## src/rtl/alu_iter.sv

```systemverilog
// alu_iter: handshaked iterative ALU for the EX stage.
//   Single-cycle ops (add/logic/shift/set) and multi-cycle MUL/MULH (shift-add)
//   and DIV/REM (restoring), signed or unsigned. Results and flags are registered.
// Ports:
//   clk, rst_n            clock, asynchronous active-low reset
//   flush                 synchronous abort back to idle, drops any op
//   in_valid / in_ready   operand handshake (in_ready only while idle)
//   InA, InB, Cin         operands and adder carry-in
//   invA, invB            invert operand before use
//   sign                  signed overflow/compare/MUL/DIV semantics
//   Oper                  opcode
//   out_valid / out_ready result handshake
//   Out, ZF, SF, OF, CF   result and flags
//   DZ                    divide-by-zero (DIV/REM only)
module alu_iter #(
    parameter int unsigned WIDTH = 16,
    parameter int unsigned SH_W  = 4,
    parameter int unsigned OP_W  = 4,
    parameter int unsigned CNT_W = 5
) (
    input  logic             clk,
    input  logic             rst_n,
    input  logic             flush,
    input  logic             in_valid,
    output logic             in_ready,
    input  logic [WIDTH-1:0] InA,
    input  logic [WIDTH-1:0] InB,
    input  logic             Cin,
    input  logic             invA,
    input  logic             invB,
    input  logic             sign,
    input  logic [OP_W-1:0]  Oper,
    output logic             out_valid,
    input  logic             out_ready,
    output logic [WIDTH-1:0] Out,
    output logic             ZF,
    output logic             SF,
    output logic             OF,
    output logic             CF,
    output logic             DZ
);

    localparam logic [OP_W-1:0] OpAdd  = OP_W'(0);
    localparam logic [OP_W-1:0] OpXor  = OP_W'(1);
    localparam logic [OP_W-1:0] OpAnd  = OP_W'(2);
    localparam logic [OP_W-1:0] OpAdd2 = OP_W'(3);
    localparam logic [OP_W-1:0] OpRol  = OP_W'(4);
    localparam logic [OP_W-1:0] OpSll  = OP_W'(5);
    localparam logic [OP_W-1:0] OpRor  = OP_W'(6);
    localparam logic [OP_W-1:0] OpSrl  = OP_W'(7);
    localparam logic [OP_W-1:0] OpSeq  = OP_W'(8);
    localparam logic [OP_W-1:0] OpSlt  = OP_W'(9);
    localparam logic [OP_W-1:0] OpSle  = OP_W'(10);
    localparam logic [OP_W-1:0] OpSco  = OP_W'(11);
    localparam logic [OP_W-1:0] OpMul  = OP_W'(12);
    localparam logic [OP_W-1:0] OpMulh = OP_W'(13);
    localparam logic [OP_W-1:0] OpDiv  = OP_W'(14);
    localparam logic [OP_W-1:0] OpRem  = OP_W'(15);

    localparam logic [CNT_W-1:0] CntMax = CNT_W'(WIDTH);
    localparam logic [WIDTH-1:0] MinVal = {1'b1, {(WIDTH-1){1'b0}}};

    typedef enum logic [1:0] {StIdle, StBusy, StDone} state_e;

    state_e             state_q, state_d;
    logic [CNT_W-1:0]   cnt_q, cnt_d;
    logic [OP_W-1:0]    op_q, op_d;
    logic               sign_q, sign_d;
    logic               cin_q, cin_d;
    logic [WIDTH-1:0]   a_q, a_d;
    logic [WIDTH-1:0]   b_q, b_d;
    // Iteration datapath: {hi, lo} is the product (MUL) or {remainder, quotient} (DIV).
    logic [WIDTH-1:0]   hi_q, hi_d;
    logic [WIDTH-1:0]   lo_q, lo_d;
    logic [WIDTH-1:0]   mag_q, mag_d;
    logic               neg_q, neg_d;
    logic               rem_neg_q, rem_neg_d;
    logic [WIDTH-1:0]   out_q, out_d;
    logic               zf_q, zf_d, sf_q, sf_d, of_q, of_d, cf_q, cf_d, dz_q, dz_d;
    logic               in_ready_q, in_ready_d;
    logic               out_valid_q, out_valid_d;

    // Operand conditioning at accept time.
    logic [WIDTH-1:0]   a_eff, b_eff, a_mag, b_mag;
    logic               a_neg, b_neg, in_multi, in_div;

    always_comb begin
        a_eff    = invA ? ~InA : InA;
        b_eff    = invB ? ~InB : InB;
        a_neg    = sign & a_eff[WIDTH-1];
        b_neg    = sign & b_eff[WIDTH-1];
        a_mag    = a_neg ? -a_eff : a_eff;
        b_mag    = b_neg ? -b_eff : b_eff;
        in_multi = Oper[OP_W-1] & Oper[OP_W-2];
        in_div   = Oper[1];
    end

    // Final result computed from the latched operands / iteration registers.
    logic [WIDTH:0]     add_ext;
    logic [WIDTH-1:0]   add_sum;
    logic               add_c, add_z, add_s, add_sov, add_o, slt, sle;
    logic [SH_W-1:0]    sh;
    logic [CNT_W-1:0]   sh_inv;
    logic [2*WIDTH-1:0] prod, prod_s;
    logic [WIDTH-1:0]   quo, rem;
    logic               div_zero, div_ovf, op_multi;
    logic [WIDTH-1:0]   res_out;
    logic               res_zf, res_sf, res_of, res_cf, res_dz;

    always_comb begin
        add_ext  = {1'b0, a_q} + {1'b0, b_q} + {{WIDTH{1'b0}}, cin_q};
        add_sum  = add_ext[WIDTH-1:0];
        add_c    = add_ext[WIDTH];
        add_z    = (add_sum == '0);
        add_s    = add_sum[WIDTH-1];
        add_sov  = (a_q[WIDTH-1] == b_q[WIDTH-1]) & (add_sum[WIDTH-1] != a_q[WIDTH-1]);
        add_o    = sign_q ? add_sov : add_c;
        slt      = (~add_s & ~add_z & ~add_o) | (add_o & add_s);
        sle      = add_z | (~add_s & ~add_o) | (add_o & add_s);
        sh       = b_q[SH_W-1:0];
        sh_inv   = CntMax - CNT_W'(sh);
        prod     = {hi_q, lo_q};
        prod_s   = neg_q ? -prod : prod;
        quo      = neg_q ? -lo_q : lo_q;
        rem      = rem_neg_q ? -hi_q : hi_q;
        div_zero = (b_q == '0);
        // MIN / -1: magnitude path already yields MIN and 0, only OF needs flagging.
        div_ovf  = sign_q & (a_q == MinVal) & (&b_q);
        op_multi = op_q[OP_W-1] & op_q[OP_W-2];

        case (op_q)
            OpAdd, OpAdd2: res_out = add_sum;
            OpXor:  res_out = a_q ^ b_q;
            OpAnd:  res_out = a_q & b_q;
            OpRol:  res_out = (a_q << sh) | (a_q >> sh_inv);
            OpSll:  res_out = a_q << sh;
            OpRor:  res_out = (a_q >> sh) | (a_q << sh_inv);
            OpSrl:  res_out = a_q >> sh;
            OpSeq:  res_out = {{(WIDTH-1){1'b0}}, add_z};
            OpSlt:  res_out = {{(WIDTH-1){1'b0}}, slt};
            OpSle:  res_out = {{(WIDTH-1){1'b0}}, sle};
            OpSco:  res_out = {{(WIDTH-1){1'b0}}, add_c};
            OpMul:  res_out = prod_s[WIDTH-1:0];
            OpMulh: res_out = prod_s[2*WIDTH-1:WIDTH];
            OpDiv:  res_out = div_zero ? '1 : quo;
            OpRem:  res_out = div_zero ? a_q : rem;
            default: res_out = add_sum;
        endcase

        if (op_multi) begin
            res_zf = (res_out == '0);
            res_sf = res_out[WIDTH-1];
            res_cf = 1'b0;
            if (op_q[1]) begin
                res_of = ~div_zero & div_ovf;
                res_dz = div_zero;
            end else begin
                res_of = sign_q ?
                         (prod_s[2*WIDTH-1:WIDTH] != {WIDTH{prod_s[WIDTH-1]}}) :
                         (prod_s[2*WIDTH-1:WIDTH] != '0);
                res_dz = 1'b0;
            end
        end else begin
            res_zf = add_z;
            res_sf = add_s;
            res_of = add_o;
            res_cf = add_c;
            res_dz = 1'b0;
        end
    end

    // One iteration step for MUL (shift-add) and DIV (restoring).
    logic [WIDTH:0]   mul_sum, div_shift;
    logic [WIDTH-1:0] div_diff;
    logic             div_geq;

    always_comb begin
        mul_sum   = {1'b0, hi_q} + (lo_q[0] ? {1'b0, mag_q} : '0);
        div_shift = {hi_q, lo_q[WIDTH-1]};
        div_geq   = (div_shift >= {1'b0, mag_q});
        div_diff  = div_shift[WIDTH-1:0] - mag_q;
    end

    always_comb begin
        state_d   = state_q;
        cnt_d     = cnt_q;
        op_d      = op_q;
        sign_d    = sign_q;
        cin_d     = cin_q;
        a_d       = a_q;
        b_d       = b_q;
        hi_d      = hi_q;
        lo_d      = lo_q;
        mag_d     = mag_q;
        neg_d     = neg_q;
        rem_neg_d = rem_neg_q;
        out_d     = out_q;
        zf_d      = zf_q;
        sf_d      = sf_q;
        of_d      = of_q;
        cf_d      = cf_q;
        dz_d      = dz_q;

        if (flush) begin
            state_d = StIdle;
            cnt_d   = '0;
        end else begin
            unique case (state_q)
                StIdle: begin
                    if (in_valid) begin
                        op_d      = Oper;
                        sign_d    = sign;
                        cin_d     = Cin;
                        a_d       = a_eff;
                        b_d       = b_eff;
                        hi_d      = '0;
                        lo_d      = in_div ? a_mag : b_mag;
                        mag_d     = in_div ? b_mag : a_mag;
                        neg_d     = a_neg ^ b_neg;
                        rem_neg_d = a_neg;
                        state_d   = StBusy;
                        // Single-cycle ops start at the terminal count: one BUSY cycle.
                        cnt_d     = in_multi ? '0 : CntMax;
                    end
                end
                StBusy: begin
                    if (cnt_q == CntMax) begin
                        out_d   = res_out;
                        zf_d    = res_zf;
                        sf_d    = res_sf;
                        of_d    = res_of;
                        cf_d    = res_cf;
                        dz_d    = res_dz;
                        state_d = StDone;
                    end else begin
                        if (op_q[1]) begin
                            hi_d = div_geq ? div_diff : div_shift[WIDTH-1:0];
                            lo_d = {lo_q[WIDTH-2:0], div_geq};
                        end else begin
                            hi_d = mul_sum[WIDTH:1];
                            lo_d = {mul_sum[0], lo_q[WIDTH-1:1]};
                        end
                        cnt_d = cnt_q + 1'b1;
                    end
                end
                StDone: begin
                    if (out_ready) begin
                        state_d = StIdle;
                    end
                end
                default: state_d = StIdle;
            endcase
        end

        in_ready_d  = (state_d == StIdle);
        out_valid_d = (state_d == StDone);
    end

    always_ff @(posedge clk or negedge rst_n) begin
        if (!rst_n) begin
            state_q     <= StIdle;
            cnt_q       <= '0;
            op_q        <= '0;
            sign_q      <= 1'b0;
            cin_q       <= 1'b0;
            a_q         <= '0;
            b_q         <= '0;
            hi_q        <= '0;
            lo_q        <= '0;
            mag_q       <= '0;
            neg_q       <= 1'b0;
            rem_neg_q   <= 1'b0;
            out_q       <= '0;
            zf_q        <= 1'b0;
            sf_q        <= 1'b0;
            of_q        <= 1'b0;
            cf_q        <= 1'b0;
            dz_q        <= 1'b0;
            in_ready_q  <= 1'b1;
            out_valid_q <= 1'b0;
        end else begin
            state_q     <= state_d;
            cnt_q       <= cnt_d;
            op_q        <= op_d;
            sign_q      <= sign_d;
            cin_q       <= cin_d;
            a_q         <= a_d;
            b_q         <= b_d;
            hi_q        <= hi_d;
            lo_q        <= lo_d;
            mag_q       <= mag_d;
            neg_q       <= neg_d;
            rem_neg_q   <= rem_neg_d;
            out_q       <= out_d;
            zf_q        <= zf_d;
            sf_q        <= sf_d;
            of_q        <= of_d;
            cf_q        <= cf_d;
            dz_q        <= dz_d;
            in_ready_q  <= in_ready_d;
            out_valid_q <= out_valid_d;
        end
    end

    assign in_ready  = in_ready_q;
    assign out_valid = out_valid_q;
    assign Out       = out_q;
    assign ZF        = zf_q;
    assign SF        = sf_q;
    assign OF        = of_q;
    assign CF        = cf_q;
    assign DZ        = dz_q;

endmodule

```

## config.mk

```make
export PLATFORM = sky130hd
export DESIGN_NAME = alu_iter
export DESIGN_NICKNAME = d
export VERILOG_FILES = /design/src/rtl/alu_iter.sv
export SDC_FILE = /design/constraint.sdc
export NUM_CORES = 1
export LEC_CHECK = 0
export ABC_AREA = 1
export CAP_MARGIN = 20
export CORE_MARGIN = 3
export CORE_UTILIZATION = 35
export DETAILED_ROUTE_END_ITERATION = 8
export SLEW_MARGIN = 15
export SYNTH_ARGS = -nofsm -noshare
export SYNTH_HDL_FRONTEND = slang
export SYNTH_SLANG_ARGS = --single-unit
```

## constraint.sdc

```tcl
create_clock -name clk -period 4.28 [get_ports clk]
set_input_delay 0.428 -clock clk [delete_from_list [all_inputs] [get_ports clk]]
set_output_delay 0.428 -clock clk [all_outputs]
set_load 0.005 [all_outputs]
```

# --- Yosys cells after proc, flatten, opt, wreduce, memory -nomap -nowiden ---
# Cells that the tools add are included.
classes:
  order_cmp: 1
  muxes: 41
  shift: 4
  add_sub_neg: 11
  reduce_logical: 15
  eq_ne: 27
  bitwise: 27
ops:
  columns: ["operator", "count"]
  rows:
  - ["$mux 16", 18]
  - ["$pmux 16 s15", 1]
  - ["$neg 16->16", 4]
  - ["$pmux 16 s2", 2]
  - ["$logic_not 16->1", 3]
  - ["$add 16x16->17", 2]
  - ["$eq 4x4->1 const B", 8]
  - ["$mux 32", 1]
  - ["$neg 32->32", 1]
  - ["$not 16->16", 2]
  - ["$or 16x16->16", 2]
  - ["$mux 5", 4]
  - ["$add 17x1->17", 1]
  - ["$ge 17x16->1", 1]
  - ["$and 16x16->16", 1]
  - ["$eq 16x16->1 const B", 1]
  - ["$eq 4x3->1 const B", 4]
  - ["$ne 16x16->1", 1]
  - ["$reduce_and 16->1", 1]
  - ["$reduce_bool 16->1", 1]
  - ["$shl 16x4->16", 1]
  - ["$shl 16x5->16", 1]
  - ["$shr 16x4->16", 1]
  - ["$shr 16x5->16", 1]
  - ["28 further kinds", 63]
totals:
  reg_bits: 118
  out_inout_bits: 23
  input_bits: 45
  word_cells: 146

# --- Logic depth before layout (Yosys ltp) ---
logic_depth:
  word_depth: 12
  mapped_depth: 24
  ltp_nobuf: 22

# --- Worst setup path after synthesis ---
# Ideal clock, no wire load.
synth_timing:
  kind: "register -> register"
  from: "reg b_q[0]"
  to: "reg zf_q, in the netlist ZF"
  t_required_ns: 4.215
  path_stages_with_launch: 25
  arrival_ns: 2.821
  setup_slack_ns: 1.394
  synth_period_minus_slack_ns: 2.886
  path_buffers: 2
  path_cell_list: "dfrtp_1 buf_4 inv_2 buf_4 fa_1 fa_1 inv_1 nand3_1 nand2_1 nand2_1 nand2_1 nand2_1 nand2_1 nand2_1 nand2_1 nand2_1 nor2_1 nand3_1 nand2_1 nand3_1 nand2_1 nand2_1 nand2_1 nand3_1 nand2_1"
synth_between:
  elab_chain_cells: 12
synth_rtl:
  columns: ["element", "line_no", "rtl"]
  rows:
  - ["from (decl)", "71", "logic [WIDTH-1:0] b_q, b_d;"]
  - ["from (signal assigned)", "267", "b_q <= '0;"]
  - ["from (signal assigned)", "288", "b_q <= b_d;"]
  - ["$add 16x16->17", "111", "add_ext = {1'b0, a_q} + {1'b0, b_q} + {{WIDTH{1'b0}}, cin_q};"]
  - ["$add 17x1->17", "111", null]
  - ["$ne 1x1->1", "116", "add_sov = (a_q[WIDTH-1] == b_q[WIDTH-1]) & (add_sum[WIDTH-1] != a_q[WIDTH-1]);"]
  - ["$and 1x1->1", "116", null]
  - ["$mux 1", "117", "add_o = sign_q ? add_sov : add_c;"]
  - ["$not 1->1", "118, 119", null]
  - ["$and 1x1->1", "119", "sle = add_z | (~add_s & ~add_o) | (add_o & add_s);"]
  - ["$or 1x1->1 (2 in series)", "119", null]
  - ["$pmux 16 s15", "131", "case (op_q)"]
  - ["$logic_not 16->1", "151", "res_zf = (res_out == '0);"]
  - ["$mux 1 *", "150", "if (op_multi) begin"]
  - ["to (signal assigned)", "295", "zf_q <= zf_d;"]
  - ["to (decl)", "79", "logic zf_q, zf_d, sf_q, sf_d, of_q, of_d, cf_q, cf_d, dz_q, dz_d;"]
# Mark *: on every way between the ends. The rest lies on a longest branch, timed or not.
# A chain may end at the register's enable or synchronous reset.

# --- Worst setup path in the final report ---
# Ends and elaborated chain as after synthesis.

==> results by group <==
Synthesis
  – Synth area leaders: nand2_1, dfrtp_1, nand3_1
  – Syn nets: approximately 2.6k
  – Yosys warning total: 0
  – Sequential share of the synthesized area: approximately a fifth
  – Mapped Area: approximately 15000 µm²
  – Synth unique cells: 53
  – Post-synthesis compound-gate area fraction: 14.2%
  – Mux cell area share after synthesis: 0%
  – Number of synthesized register bits: 118
  – Synth area leader: nand2_1
  – Synth Area in Simple Gates: a little over two fifths
  – Post-synthesis xor/xnor area fraction: 5.25%
  – Post-synth top area share: between 20% and 30%
  – Average size of a mapped cell: 5.73 µm²
  – Syn Inst Count: about 2.5k
  – Synth Area in Adders: ~5.5%
  – Largest family of logic cells by synthesized area: simple AND/OR/NAND/NOR gates

Pwr
  – Leak: a little over 8 nW
  – Pwr/cell area: around 800 nW/µm²
  – Seq pwr share: about 17%
  – NetSw: 7.53 mW
  – VDD IR-drop max: 0.000362 V
  – Sw Ratio: 58.8%
  – Clock network power share: between 10% and 20%
  – Power Internal: ~5.3 mW
  – Comb pwr share: about 71%

Clock network
  – Clk Latency, worst-skew pair: between 0.4 and 0.5 ns
  – CTS tree: built
  – Post-CTS resize count: 0
  – Clock Tree Root: clkbuf_16
  – Clock sink count: 118
  – Clk pin slew, worst setup/hold paths: about 0.060 ns
  – Post-CTS Setup Bufs: 0
  – CTS hold repair buffers: 0
  – H-tree depth: 4
  – Longest Clk Path Bufs: 2
  – TritonCTS Buffers: 17

Placed design
  – Port Buf Inserts: 67
  – DP Wirelength: 53.0 mm
  – Dpl cells: between 3k and 4k
  – Final GP Congestion: approximately 1.1

Routing
  – Met2 WL post-DR: 29.0 mm
  – Wire length on met3: between 5 and 6 mm
  – M1 wire length: around 29 mm
  – DRT iter0 DRCs: roughly 2.1k
  – Highest metal used: met4
  – Vias: 17.5k
  – Via density: ~5.6
  – Router iterations before antenna repair: 7
  – Routed length per placed instance: 21.4 µm
  – Antenna viol nets, final: 0
  – DRC violations left: 0
  – Final wirelength: between 60 and 70 mm

Timing
  – Final min period: between 3 and 4 ns
  – Setup tns final: 0 ns
  – Final setup viols: 0
  – Peak Freq: between 200 and 300 MHz
  – Fin Hold WS: between 0.05 and 0.06 ns
  – Worst slew pin tran: approximately 0.96 ns
  – Rel. slew slack: between 30% and 40%
  – Final hold violation count: 0
  – Unrepaired setup endpoints after global routing: no
  – Tcrit/Tclk final: between 70% and 80%
  – Slew Viols, Final: 0
  – Skew final: between 0.01 and 0.015 ns

Final layout
  – Fin util: around two fifths
  – P&R area growth vs syn: 12.4%
  – Fin nets: 2671
  – Post-Layout Cell Count: between 3k and 4k
  – Share of layout cells above drive strength 1: between 4 and 5%

Critical path
  – Worst path slowest cell: fa_1
  – Crit. End Element: flop
  – CP Max Fanout: 26
  – Crit-path max cell delay: around 0.46 ns
  – WP data required: 4.66 ns
  – CP arrival: 3.78 ns
  – Most frequent CP cell: nand2_1
  – CP Launch Type: flop
  – Critical-path cell list: inv_2, buf_4, fa_1, fa_1, inv_1, nand3_1, nand2_1, nand2_1, nand2_1, nand2_1, nand2_1, nand2_1, nand2_1, nand2_1, nor2_1, nand3_1, nand2_1, nand3_1, nand2_1, nand2_1, nand2_1, nand3_1, nand2_1
  – Worst Setup Path Type: reg -> reg

Global routing
  – First-pass GRT wire length: around 100 mm
  – Vias in the first global route: roughly 16k
  – Grt ovf: 0
  – Largest net degree at the start of global routing: between 60 and 70
  – Initial antenna violation count: 0
  – GRT Total Usage: 29.4%

Floorplan
  – Die H: 210 µm
  – Row count: 73
  – Die area: around 44000 µm²
  – # IOs: slightly below 70
  – Die Wd: about 210 µm
  – Starting Density: a little over a third
  – CORE AREA: ~40000 µm²

Flow run
  – Max cap viols: 0

Worst hold path
  – Worst Hold Class: in -> async

Outcome
  – Status: finished clean
[critical path: cells and delay by family (launching register included)]
kind          cells  cell delay, ns
flops             1            0.37
buf+inv           3            0.42
fa+ha+maj         2            0.88
simple gates     18            1.68
[layout make-up]
class | instances | area, µm²
multi-input combinational | 2033 | 10000
tap | 525 | 657
fill | 4604 | 24100
clock inverter | 8 | 97.6
timing repair buffer | 110 | 1020
clock buffer | 23 | 488
antenna | 1 | 2.50
inverter | 285 | 1070
sequential | 118 | 2950
[power by group through the flow]
stage	Combinational (mW)	Sequential [mW]	Clock (mW)
final	9.13	2.22	1.46
after global routing	10.1	2.26	1.53
after CTS	8.90	2.19	1.48
after detailed placement	8.86	2.21	0
after global placement	8.87	2.20	0
after floorplan	6.20	1.88	0
[cells by family (layout without fill, tap and decap cells)]
| group | Yosys count | in the layout |
|---|---|---|
| compound gates | 374 | 374 |
| fa+ha+maj | 61 | 61 |
| flops | 118 | 118 |
| xor+xnor | 84 | 84 |
| simple gates | 1514 | 1514 |
| buf+inv | 385 | 426 |
| other cells | 0 | 1 |
[cell usage after synthesis, drive strengths merged]
library cell / number
a211oi: 1
a21boi: 3
a21o: 3
a21oi: 101
a22oi: 5
a31oi: 12
and2: 3
buf: 50
clkbuf: 50
clkinv: 4
dfrtp: 117
dfstp: 1
fa: 4
ha: 57
inv: 281
nand2: 821
nand3: 377
nand3b: 6
nand4: 34
nor2: 236
nor3: 20
nor3b: 1
nor4: 5
o2111ai: 6
o211ai: 17
o21a: 1
o21ai: 197
o21bai: 2
o221ai: 12
o22ai: 7
o31ai: 7
or2: 11
xnor2: 36
xor2: 48
[path summary, 6_finish.rpt]
path                       cells past startpoint   start  slack [ns]  endpoint
min                                            1   rst_n        0.05   hi_q[8]
min reg2reg                                    2      OF        0.47        OF
max in group asynchronous                      2   rst_n        3.30  in_ready
max                                           23  b_q[0]        0.88        ZF
min in group clk                               2      OF        0.47        OF
max reg2reg                                   23  b_q[0]        0.88        ZF
[stage by stage]
step / setup WS, ns / power (mW) / area (µm²)
final: 0.882 / 12.8 / 16300
after global routing: 0.627 / 13.9 / 16300
after CTS: 0.959 / 12.6 / 16300
after global placement: 0.830 / 11.1 / 15700
after floorplan: 1.39 / 8.08 / 14500
after detailed placement: 0.863 / 11.1 / 15700
[routing by layer]
| layer | vias up | track usage, % |
|---|---|---|
| met5 | - | 0 |
| met4 | 0 | 12.1 |
| li1 | 8373 | - |
| met2 | 878 | 45.1 |
| met1 | 8106 | 40.0 |
| met3 | 128 | 6.71 |
[sequential cells by signal, summed over array words and instances (netlist names), 2 cells and up]
signal / cells
Out: 16
a_q: 16
b_q: 16
cnt_q: 5
hi_q: 16
lo_q: 16
mag_q: 16
op_q: 4
state_q: 2
[cell usage in the layout, fill, tap and decap left out, types with 4 or more instances in the layout]
| cell | netlist | final |
|---|---|---|
| inv_2 | 6 | 6 |
| o21ai_0 | 183 | 183 |
| nor3_1 | 20 | 20 |
| nand2_1 | 820 | 820 |
| o211ai_1 | 17 | 17 |
| o31ai_1 | 7 | 7 |
| fa_1 | 4 | 4 |
| buf_4 | 11 | 42 |
| clkbuf_8 | 0 | 4 |
| nand3_1 | 376 | 376 |
| ha_1 | 57 | 57 |
| xor2_1 | 46 | 46 |
| clkbuf_16 | 0 | 17 |
| dfrtp_1 | 117 | 117 |
| xnor2_1 | 36 | 35 |
| o221ai_1 | 12 | 12 |
| inv_1 | 274 | 274 |
| o22ai_1 | 7 | 7 |
| nor2_1 | 230 | 229 |
| or2_2 | 8 | 8 |
| a21oi_1 | 100 | 100 |
| clkdlybuf4s50_1 | 0 | 66 |
| nor4_1 | 5 | 5 |
| o2111ai_1 | 6 | 6 |
| nand4_1 | 34 | 34 |
| nand3b_1 | 6 | 6 |
| o21ai_1 | 13 | 13 |
| a22oi_1 | 5 | 5 |
| clkinv_2 | 1 | 4 |
| a31oi_1 | 12 | 12 |
(Power assumes the default switching activity.)
